**src/rtl/uart_tx_serializer.sv**
```systemverilog
// UART transmit serializer: takes bytes from a valid/ready stream and shifts them
// onto an idle-high serial line as start / 5-8 data / optional parity / 1-2 stop bits.
module uart_tx_serializer #(
  parameter int DIV_WIDTH = 16
) (
  input  logic                 clk_i,
  input  logic                 arst_ni,
  input  logic [DIV_WIDTH-1:0] cfg_div_i,
  input  logic [1:0]           cfg_data_bits_i,
  input  logic                 cfg_parity_en_i,
  input  logic                 cfg_parity_odd_i,
  input  logic                 cfg_stop2_i,
  input  logic [7:0]           tx_data_i,
  input  logic                 tx_valid_i,
  output logic                 tx_ready_o,
  output logic                 tx_o,
  output logic                 busy_o
);

  typedef enum logic [2:0] {
    IDLE,
    START,
    DATA,
    PARITY,
    STOP
  } state_t;

  state_t               state_q, state_d;
  logic [DIV_WIDTH-1:0] cnt_q, cnt_d;
  logic [DIV_WIDTH-1:0] div_q, div_d;
  logic [DIV_WIDTH-1:0] div_eff;
  logic [2:0]           bit_q, bit_d;
  logic                 stop_q, stop_d;
  logic [7:0]           shift_q, shift_d;
  logic                 par_q, par_d;
  logic [1:0]           nbits_q, nbits_d;
  logic                 par_en_q, par_en_d;
  logic                 par_odd_q, par_odd_d;
  logic                 stop2_q, stop2_d;
  logic                 tx_q, tx_d;

  logic                 bit_end;
  logic                 last_stop;
  logic                 last_data;
  logic                 ready;
  logic                 accept;

  assign div_eff   = (div_q == '0) ? DIV_WIDTH'(1) : div_q;
  assign bit_end   = (cnt_q == div_eff - DIV_WIDTH'(1));
  assign last_data = (bit_q == ({1'b0, nbits_q} + 3'd4));
  // Ready in the final clock of the last stop bit lets frames run back-to-back.
  assign last_stop = (state_q == STOP) && bit_end && (!stop2_q || stop_q);
  assign ready     = (state_q == IDLE) || last_stop;

  assign tx_ready_o = ready & arst_ni;
  assign accept     = tx_valid_i & tx_ready_o;
  assign busy_o     = (state_q != IDLE);
  assign tx_o       = tx_q;

  always_comb begin
    state_d   = state_q;
    cnt_d     = bit_end ? '0 : cnt_q + DIV_WIDTH'(1);
    div_d     = div_q;
    bit_d     = bit_q;
    stop_d    = stop_q;
    shift_d   = shift_q;
    par_d     = par_q;
    nbits_d   = nbits_q;
    par_en_d  = par_en_q;
    par_odd_d = par_odd_q;
    stop2_d   = stop2_q;
    tx_d      = 1'b1;

    case (state_q)
      IDLE: begin
        cnt_d = '0;
      end
      START: begin
        if (bit_end) begin
          state_d = DATA;
          bit_d   = 3'd0;
        end
      end
      DATA: begin
        if (bit_end) begin
          shift_d = {1'b0, shift_q[7:1]};
          par_d   = par_q ^ shift_q[0];
          bit_d   = bit_q + 3'd1;
          if (last_data) begin
            state_d = par_en_q ? PARITY : STOP;
            stop_d  = 1'b0;
          end
        end
      end
      PARITY: begin
        if (bit_end) begin
          state_d = STOP;
          stop_d  = 1'b0;
        end
      end
      STOP: begin
        if (bit_end) begin
          if (stop2_q && !stop_q) begin
            stop_d = 1'b1;
          end else begin
            state_d = IDLE;
          end
        end
      end
      default: begin
        state_d = IDLE;
      end
    endcase

    // A handshake only happens in IDLE or the last stop clock; both start a new frame.
    if (accept) begin
      state_d   = START;
      cnt_d     = '0;
      bit_d     = 3'd0;
      stop_d    = 1'b0;
      shift_d   = tx_data_i;
      par_d     = 1'b0;
      div_d     = cfg_div_i;
      nbits_d   = cfg_data_bits_i;
      par_en_d  = cfg_parity_en_i;
      par_odd_d = cfg_parity_odd_i;
      stop2_d   = cfg_stop2_i;
    end

    case (state_d)
      START:   tx_d = 1'b0;
      DATA:    tx_d = shift_d[0];
      PARITY:  tx_d = par_d ^ par_odd_d;
      default: tx_d = 1'b1;
    endcase
  end

  always_ff @(posedge clk_i or negedge arst_ni) begin
    if (!arst_ni) begin
      state_q   <= IDLE;
      cnt_q     <= '0;
      div_q     <= '0;
      bit_q     <= 3'd0;
      stop_q    <= 1'b0;
      shift_q   <= 8'h00;
      par_q     <= 1'b0;
      nbits_q   <= 2'd0;
      par_en_q  <= 1'b0;
      par_odd_q <= 1'b0;
      stop2_q   <= 1'b0;
      tx_q      <= 1'b1;
    end else begin
      state_q   <= state_d;
      cnt_q     <= cnt_d;
      div_q     <= div_d;
      bit_q     <= bit_d;
      stop_q    <= stop_d;
      shift_q   <= shift_d;
      par_q     <= par_d;
      nbits_q   <= nbits_d;
      par_en_q  <= par_en_d;
      par_odd_q <= par_odd_d;
      stop2_q   <= stop2_d;
      tx_q      <= tx_d;
    end
  end

endmodule

```
**config.mk**
```make
export PLATFORM = sky130hd
export DESIGN_NAME = uart_tx_serializer
export DESIGN_NICKNAME = d
export VERILOG_FILES = /design/src/rtl/uart_tx_serializer.sv
export SDC_FILE = /design/constraint.sdc
export NUM_CORES = 1
export LEC_CHECK = 0
export BUFFER_PORTS_ARGS = -buffer_cell sky130_fd_sc_hd__buf_2
export CORE_MARGIN = 10
export CORE_UTILIZATION = 54
export DETAILED_ROUTE_END_ITERATION = 8
export GPL_TIMING_DRIVEN = 0
export PLACE_DENSITY = 0.77
export SLEW_MARGIN = 5
export SYNTH_ARGS = -nofsm -noshare
export SYNTH_HDL_FRONTEND = slang
export SYNTH_SLANG_ARGS = --single-unit
```
**constraint.sdc**
```tcl
create_clock -name clk_i -period 3.7 [get_ports clk_i]
set_input_delay 0.185 -clock clk_i [delete_from_list [all_inputs] [get_ports clk_i]]
set_output_delay 0.185 -clock clk_i [all_outputs]
set_load 0.005 [all_outputs]
```
==> results of run 1 <==
==> worst max-delay path, cell delays in order (launching register included) <==
cell       delay (ns)
dfrtp_1          0.35
buf_6            0.14
nor4_4           0.06
a41oi_2          0.19
ha_2             0.21
or4b_4           0.54
or3_4            0.38
a2111oi_4        0.47
o311ai_4         0.18
or3_4            0.45
or4_4            0.43
a32o_1           0.26
==> synth_stat cells (all sizes together), types with 3 or more instances <==
| master | number |
|---|---|
| a2111oi | 6 |
| a21o | 3 |
| a21oi | 7 |
| a31oi | 3 |
| and3 | 8 |
| buf | 10 |
| clkbuf | 10 |
| dfrtp | 53 |
| ha | 3 |
| inv | 17 |
| mux2 | 23 |
| mux2i | 3 |
| nand2 | 23 |
| nand2b | 6 |
| nand3 | 19 |
| nand3b | 8 |
| nand4 | 3 |
| nor2 | 31 |
| nor2b | 4 |
| nor3 | 7 |
| nor4 | 6 |
| o211ai | 11 |
| o21ai | 5 |
| or3 | 6 |
| or4 | 4 |
| xnor2 | 20 |
| xor2 | 17 |
==> worst paths after layout <==
path                                 start    endpoint  slack (ns)  cells after the start
worst min register to register  shift_q[7]  shift_q[6]        0.48                      2
worst max register to register    div_q[3]    bit_q[0]       -0.05                     11
min in group asynchronous          arst_ni   cnt_q[12]        0.45                      2
worst max-delay path              div_q[3]    bit_q[0]       -0.05                     11
max in group asynchronous          arst_ni    div_q[8]        2.74                      2
worst min-delay path            tx_valid_i      stop_q        0.06                      2
==> what timing repair did <==
item / 4_1_cts / 5_1_grt
setup buffers: 7 / 24
gates resized for setup: 23 / 34
gates cloned: 0 / 2
pin swaps: 7 / 16
endpoints found under the setup margin: 54 / 47
hold endpoints to repair: 0 / 53
hold buffers: 0 / 1
==> stage by stage <==
| step | hold slack [ns] | total power, W | setup TNS [ns] |
|---|---|---|---|
| 2_1_floorplan | -0.111 | 0.00173 | 0 |
| 3_3_place_gp | 0.397 | 0.00192 | -25.56 |
| 3_5_place_dp | 0.399 | 0.00196 | -28.84 |
| 4_1_cts | 0.0593 | 0.00247 | 0 |
| 5_1_grt | 0.0730 | 0.00288 | -3.68 |
| 6_report | 0.0626 | 0.00272 | -0.152 |
==> flip-flops by register name, summed over array words and instances (netlist names), 2 cells and up <==
signal	count
bit_q	3
cnt_q	16
div_q	16
nbits_q	2
shift_q	8
state_q	3
==> logic make-up after synthesis <==
logic type               count (synthesis)  share of synthesized area (%)
AND/OR/NAND/NOR                        135                           21.4
AO/OA/AOI/OAI                           57                           14.3
flip-flops                              54                           38.3
XOR/XNOR                                37                           9.19
buffers and inverters                   37                           5.36
multiplexers                            26                           10.4
adder cells (fa/ha/maj)                  3                           1.06
==> final cells by class <==
type	count	area [sq um]	share of cell area [%]
Tap cell	77	96.3	2.17
Multi-Input combinational cell	258	2180	49.2
Inverter	17	63.8	1.44
Timing Repair Buffer	68	469	10.6
Buffer	17	151	3.41
Clock buffer	6	72.6	1.63
Clock inverter	2	37.5	0.845
Sequential cell	54	1370	30.8
==> metal layers <==
metal	global-route usage, %	routed length, microns
met2	24.4	4590
met4	6.20	163
met3	2.67	511
met1	22.4	4080
met5	0	0
==> power by group <==
part / internal [W] / switching (W)
sequential: 0.000773 / 0.000217
combinational: 0.000663 / 0.000671
clock: 0.000202 / 0.000199
total: 0.00164 / 0.00109
==> run metrics, run 1 <==
post-route core utilization 70.0%; syn_area_per_cell 10.1 sq um; dominant cells by area after synthesis dfrtp_1 (38%), mux2_4 (8.9%), xnor2_1 (5.0%); Clk pin slew, worst setup/hold paths around 0.10 ns; minimum clock period 3.75 ns; crit start category flip-flop; worst slew pin tran 0.695 ns; Mapped Area 0.00353 sq mm; Final Instance Area roughly 0.0044 sq mm; Synth Flop Type dfrtp_1; grt ovf 0; area grow syn2layout 26.0%; post-synth top area share 37.6%; initial core utilization a little under three fifths; IO Port Bufs 34; vias in the first global route 2,771; Residual DRC 0; Routed WL per cell 18.7 microns; Layout Nets between 400 and 500; DP Area around 0.0038 sq mm; Synthesized Nets 384; worst hold path class in2reg; DR vias 3,008; first drt pass iteration count 6; outcome finished, violations left; DRT iter0 DRCs 248; Sink Count 54; failing checks setup timing; RSZ-0062 raised after global routing yes; initial antenna violation count 0; Non-Filler Instances 499; final RePlAce weighted congestion between 0.9 and 1; die area 0.0102 sq mm; Routed Antenna Nets 0; Static Leak just under 2 nW; slew margin rel. 53.7%; largest area contributor in the netlist dfrtp_1; row count 29; crit path kind reg2reg; Worst Skew 0.0149 ns; antenna diode count 0; Clock Tree Root clkbuf_8; core area approximately 0.0063 sq mm; Max Slew Vio Count 0; Yosys warning total 0; CP Data Arrival Time around 4 ns; Clock Latency Late Sink 0.31 ns; Num CTS Buffers 5; sequential fraction of the synthesis area 38.3%; Fin. Hold Viols 0; # IOs 35; Crit Path Max Fanout 7; Die Ht between 100 and 150 microns; final wirelength between 9 and 10 mm; hpwl dp approximately 5.7 mm; fin crit share 101%; Data required, critical path 3.91 ns; CTS tree yes; number of synthesized flops with an enable pin 0; placed cell count 460; Max Fclk 267 MHz; Setup WS post-layout -0.0468 ns; Max clock buf depth 2; Cells after Synth 349; pre-CTS setup slack -0.732 ns; final-layout fill cell count 469; Seq cells post-synth 54; Synth cell types 65; final setup fails 11; worst vdd ir 366 uV; Max Cap Viol 0; share of flip-flops with an asynchronous set or reset 100%; Power Density 613 mW/mm^2; layout cells sized above 1 37.0%; largest net degree at the start of global routing between 50 and 60; gr usage total 16.2%; DR vias/cell 6.03; Setup crit end kind flip-flop; Die Span X 101 microns; most frequent cells in the layout dfrtp_1 (41), buf_2 (35), nor2_1 (31), buf_4 (31), mux2_4 (22); first-pass GRT wire length roughly 14 mm; CTS H-Tree Depth 2; most common cell after layout, fill and taps aside dfrtp_1
Power figures use the tool's default switching activity.
==> run 2: changes to the inputs <==
--- a/config.mk
+++ b/config.mk
@@ -10,7 +10,8 @@
 export CORE_UTILIZATION = 54
 export DETAILED_ROUTE_END_ITERATION = 8
 export GPL_TIMING_DRIVEN = 0
-export PLACE_DENSITY = 0.77
+export PLACE_DENSITY_LB_ADDON = 0.1
+export RECOVER_POWER = 25
 export SLEW_MARGIN = 5
 export SYNTH_ARGS = -nofsm -noshare
 export SYNTH_HDL_FRONTEND = slang
==> run 2 against run 1 <==
Effect of this change: the flow now finishes without violations; register-to-register slack improved by 0.07 ns; sequential power is essentially flat; clock skew is 0.0049 ns lower; first-iteration DRC count shrank 52%; final cell count shrank 3.2%; global-route usage down 0.46 points; critical path type unchanged; largest power group unchanged; highest routed layer unchanged.
==> run metrics, run 2 (synthesis results as in run 1) <==
minimum clock period 3.68 ns (was 3.75 ns); Max Fclk 272 MHz (was 267 MHz); Setup WS post-layout 0.0242 ns (was -0.0468 ns); DR vias/cell 5.75 (was 6.03); row count 29 (unchanged); final wirelength 8.13 mm (was 9.35 mm); Setup crit end kind flip-flop (unchanged); Die Ht 101 microns (unchanged); Die Span X 101 microns (unchanged); r2r setup slk 0.02 ns (was -0.05 ns); first-pass GRT wire length 13.2 mm (was 13.7 mm); core area 0.00635 sq mm (unchanged); hold path endpoint par_q (was stop_q); CTS H-Tree Depth 2 (unchanged); final-layout fill cell count 499 (was 469); Max Slew Vio Count 0 (unchanged); most common cell after layout, fill and taps aside dfrtp_1 (unchanged); initial antenna violation count 0 (unchanged); grt ovf 0 (unchanged); Sink Count 54 (unchanged); gr usage total 15.7% (was 16.2%); Worst Skew 0.00998 ns (was 0.0149 ns); pre-CTS setup slack -0.810 ns (was -0.732 ns); DRT iter0 DRCs 120 (was 248); hold_sp tx_valid_i (unchanged); Layout Nets 440 (was 456); reg2reg path depth 10 (was 11); setup_tns 0 ns (was -0.152 ns); area of the multi-input gates 0.00213 sq mm (was 0.00218 sq mm); die area 0.0102 sq mm (unchanged); vias in the first global route 2,671 (was 2,771); DR vias 2,778 (was 3,008); largest net degree at the start of global routing 56 (unchanged); antenna diode count 0 (unchanged); Power Density 615 mW/mm^2 (was 613 mW/mm^2); final setup fails 0 (was 11); hold slack 0.0671 ns (was 0.0626 ns); worst hold path class in2reg (unchanged); Num CTS Buffers 5 (unchanged); Crit Path Max Fanout 6 (was 7); RSZ-0062 raised after global routing yes (unchanged); crit start category flip-flop (unchanged); worst slew pin tran 0.705 ns (was 0.695 ns); worst hold path cell count 2 (unchanged); Clk pin slew, worst setup/hold paths 0.11 ns (was 0.10 ns); Static Leak 1.83 nW (was 1.92 nW); Largest regs cnt_q: 16 flops, div_q: 16 flops, shift_q: 8 flops (unchanged); most frequent cells in the layout dfrtp_1 (42), buf_2 (35), nor2_1 (31) (was dfrtp_1 (41), buf_2 (35), nor2_1 (31), buf_4 (31), mux2_4 (22)); initial core utilization 55.5% (unchanged); area grow syn2layout 19.9% (was 26.0%); sequential cell area 0.00137 sq mm (about the same); Fin. Hold Viols 0 (unchanged); IO Port Bufs 34 (unchanged); Residual DRC 0 (unchanged); Crit Reg-Reg Startpoint div_q[9] (was div_q[3]); Routed Antenna Nets 0 (unchanged); placed cell count 460 (unchanged); Max clock buf depth 2 (unchanged); hpwl dp 5.67 mm (was 5.66 mm); RR Endpoint bit_q[0] (unchanged); Clock Tree Root clkbuf_8 (unchanged); fin crit share 99.3% (was 101%); Max Cap Viol 0 (unchanged); crit path kind reg2reg (unchanged); layout cells sized above 1 33.0% (was 37.0%); Non-Filler Instances 483 (was 499); CP Data Arrival Time 3.89 ns (was 3.96 ns); final RePlAce weighted congestion 0.866 (was 0.904); first drt pass iteration count 4 (was 6); slew margin rel. 53.0% (was 53.7%); Routed WL per cell 16.8 microns (was 18.7 microns); Data required, critical path 3.92 ns (was 3.91 ns); Clock Latency Late Sink 0.32 ns (was 0.31 ns); CTS tree yes (unchanged); # IOs 35 (unchanged); worst vdd ir 367 uV (was 366 uV); outcome finished, final reports clean (was finished, violations left)
==> run 2: final cells by class <==
| cell class | count | area share, % |
|---|---|---|
| Tap cell | 77 | 2.28 |
| Inverter | 17 | 1.51 |
| Clock inverter | 2 | 0.917 |
| Multi-Input combinational cell | 258 | 50.4 |
| Buffer | 17 | 3.25 |
| Sequential cell | 54 | 32.3 |
| Clock buffer | 6 | 1.95 |
| Timing Repair Buffer | 52 | 7.34 |
==> run 2: how the worst max path moves through the flow <==
stage	from	endpoint	slack [ns]	cells after the start
floorplan	div_q[9]	bit_q[0]	0.05	11
global placement	div_q[9]	shift_q[5]	-0.79	12
detailed placement	div_q[9]	shift_q[5]	-0.81	12
CTS	div_q[0]	div_q[8]	0.006	11
global route	div_q[3]	bit_q[0]	-0.06	11
finish	div_q[9]	bit_q[0]	0.02	10
==> run 2: stage by stage <==
stage,instance area (sq um),power [W],utilization [%]
3_3_place_gp,3790,0.00193,59.7
6_report,4230,0.00260,66.6
5_1_grt,4230,0.00277,66.6
2_1_floorplan,3530,0.00173,-
3_5_place_dp,3790,0.00196,59.7
4_1_cts,4030,0.00247,63.5
==> run 2: routing by layer <==
layer / up-vias / global-route usage, % / wire, microns
met2: 67 / 23.9 / 3690
met1: 1338 / 22.3 / 4020
met3: 6 / 3.16 / 369
met5: - / 0 / 0
li1: 1367 / - / -
met4: 0 / 3.37 / 47
==> run 2: worst max-delay path: stages, from the launching register on <==
cell       delay (ns)
dfrtp_2          0.46
nor4_4           0.08
a41oi_2          0.28
ha_4             0.17
or4b_4           0.52
or3_4            0.37
a2111oi_4        0.41
o311ai_4         0.19
or3_4            0.39
or4_4            0.43
a32o_1           0.27
==> run 2: power by group <==
group	internal, W	switching [W]
registers	0.000772	0.000217
logic	0.000591	0.000590
clock network	0.000223	0.000208
total	0.00159	0.00102
==> run 2: what timing repair did <==
item	CTS	global route
endpoints found under the setup margin	55	46
resized for setup	18	26
endpoints found under the hold margin	0	53
buffers inserted	5	12
gates cloned	0	0
hold buffers	0	1
pin swaps	6	8
==> run 3: changes to the inputs <==
--- a/config.mk
+++ b/config.mk
@@ -12,6 +12,7 @@
 export GPL_TIMING_DRIVEN = 0
 export PLACE_DENSITY_LB_ADDON = 0.1
 export RECOVER_POWER = 25
+export REMOVE_ABC_BUFFERS = 1
 export SLEW_MARGIN = 5
 export SYNTH_ARGS = -nofsm -noshare
 export SYNTH_HDL_FRONTEND = slang
==> run 3 against run 2 <==
Effect of this change: register-to-register slack improved by 0.06 ns; sequential share of layout area increased by 0.30 points; setup slack improved by 0.062 ns; worst hold slack improved by 0.014 ns; clock power decreased by 5.1%; wire length increased by 0.75%; sequential power decreased by 1%; critical endpoint is now div_q[3]; largest power group unchanged; highest routed layer unchanged.
==> run metrics, run 3 (synthesis results as in run 1) <==
Power Density 627 mW/mm^2 (was 615 mW/mm^2); Die Ht 101 microns (unchanged); grt ovf 0 (unchanged); Data required, critical path 3.90 ns (was 3.92 ns); initial antenna violation count 0 (unchanged); Max Cap Viol 0 (unchanged); Max Fclk 277 MHz (was 272 MHz); total power 0.00264 W (was 0.00260 W); DRT iter0 DRCs 163 (was 120); initial core utilization 55.5% (unchanged); die area 0.0102 sq mm (unchanged); Num CTS Buffers 5 (unchanged); Routed Antenna Nets 0 (unchanged); area grow syn2layout 19.3% (was 19.9%); Static Leak 1.80 nW (was 1.83 nW); vias in the first global route 2,849 (was 2,671); Non-Filler Instances 477 (was 483); Clock Latency Late Sink 0.31 ns (was 0.32 ns); Max Slew Vio Count 0 (unchanged); final-layout fill cell count 512 (was 499); metal2 WL 3.92 mm (was 3.69 mm); placed cell count 441 (was 460); Worst Skew 0.00886 ns (was 0.00998 ns); Crit Path Max Fanout 27 (was 6); CTS H-Tree Depth 2 (unchanged); Clock Tree Root clkbuf_8 (unchanged); first-pass GRT wire length 13.8 mm (was 13.2 mm); # IOs 35 (unchanged); setup_tns 0 ns (unchanged); CTS tree yes (unchanged); Sink Count 54 (unchanged); M1 WL 3.84 mm (was 4.02 mm); most frequent cells in the layout dfrtp_1 (37), buf_2 (33), nor2_1 (31) (was dfrtp_1 (42), buf_2 (35), nor2_1 (31)); hpwl dp 5.36 mm (was 5.67 mm); CP Data Arrival Time 3.82 ns (was 3.89 ns); met3 WL 327 microns (was 369 microns); row count 29 (unchanged); slew margin rel. 9.40% (was 53.0%); final RePlAce weighted congestion 0.837 (was 0.866); layout cells sized above 1 34.5% (was 33.0%); DR top layer met4 (unchanged); Residual DRC 0 (unchanged); Clk pin slew, worst setup/hold paths 0.11 ns (about the same); IO Port Bufs 34 (unchanged); crit start category flip-flop (unchanged); core area 0.00635 sq mm (unchanged); Routed WL per cell 17.2 microns (was 16.8 microns); antenna diode count 0 (unchanged); Die Span X 101 microns (unchanged); Layout Nets 434 (was 440); Largest regs cnt_q: 16 flops, div_q: 16 flops, shift_q: 8 flops (unchanged); DR vias/cell 5.85 (was 5.75); Fin. Hold Viols 0 (unchanged); first drt pass iteration count 4 (unchanged); hold slack 0.0813 ns (was 0.0671 ns); most common cell after layout, fill and taps aside dfrtp_1 (unchanged); minimum clock period 3.61 ns (was 3.68 ns); worst vdd ir 494 uV (was 367 uV); DR vias 2,790 (was 2,778); fin crit share 97.7% (was 99.3%); crit path kind reg2reg (unchanged); gr usage total 16.3% (was 15.7%); Max clock buf depth 2 (unchanged); worst hold path class in2reg (unchanged); final wirelength 8.19 mm (was 8.13 mm); largest net degree at the start of global routing 56 (unchanged); worst slew pin tran 1.36 ns (was 0.705 ns); Setup crit end kind flip-flop (unchanged); RSZ-0062 raised after global routing yes (unchanged); final setup fails 0 (unchanged); outcome finished, final reports clean (unchanged)
-- run 3: final cells by class --
class	count	area [sq um]	share of cell area, %
multi-input cells	258	2150	51.0
clock buffers	5	68.8	1.63
well taps	77	96.3	2.29
repair buffers	63	415	9.87
flip-flops and latches	54	1370	32.6
clock inverters	3	45.0	1.07
inverters	17	63.8	1.52
-- run 3: worst max-delay path, stage by stage, from the launching register on --
cell	delay [ns]
dfrtp_2	0.44
nor4_4	0.40
a41oi_2	0.22
ha_4	0.32
xor2_2	0.16
o2111ai_2	0.14
a2111oi_4	0.31
nand4_1	0.13
buf_4	0.16
a2111o_1	0.35
a211o_4	0.37
buf_12	0.18
mux2_4	0.30
-- run 3: through the flow --
stage	setup slack (ns)	cell area, sq um	util, %
floorplan	-0.341	3400	-
CTS	0.00946	4050	63.8
global route	-0.0503	4210	66.3
finish	0.0860	4210	66.3
global placement	-1.18	3670	57.8
detailed placement	-0.833	3700	58.3
-- run 3: metal layers --
metal / global-route usage, % / vias up
met5: 0 / -
met3: 3.57 / 10
met2: 25.7 / 50
li1: - / 1358
met1: 22.2 / 1372
met4: 3.70 / 0
-- run 3: final timing paths --
kind	slack, ns	startpoint	cells past startpoint	endpoint
setup reg to reg	0.09	div_q[10]	12	div_q[3]
min in group asynchronous	0.72	arst_ni	2	cnt_q[11]
hold reg to reg	0.51	shift_q[7]	2	shift_q[6]
hold / removal	0.08	tx_valid_i	2	par_q
setup / recovery	0.09	div_q[10]	12	div_q[3]
max in group asynchronous	2.08	arst_ni	2	div_q[11]
-- run 3: timing repair --
item	4_1_cts	5_1_grt
pin swaps	7	6
setup endpoints to repair	54	51
resized for setup	27	12
hold endpoints to repair	0	53
setup buffers	19	8
hold buffers	0	1
-- run 3: power breakdown --
part / internal (W) / switching, W / total [W]
clock network: 0.000202 / 0.000207 / 0.000409
registers: 0.000776 / 0.000203 / 0.000979
logic: 0.000621 / 0.000631 / 0.00125
total: 0.00160 / 0.00104 / 0.00264
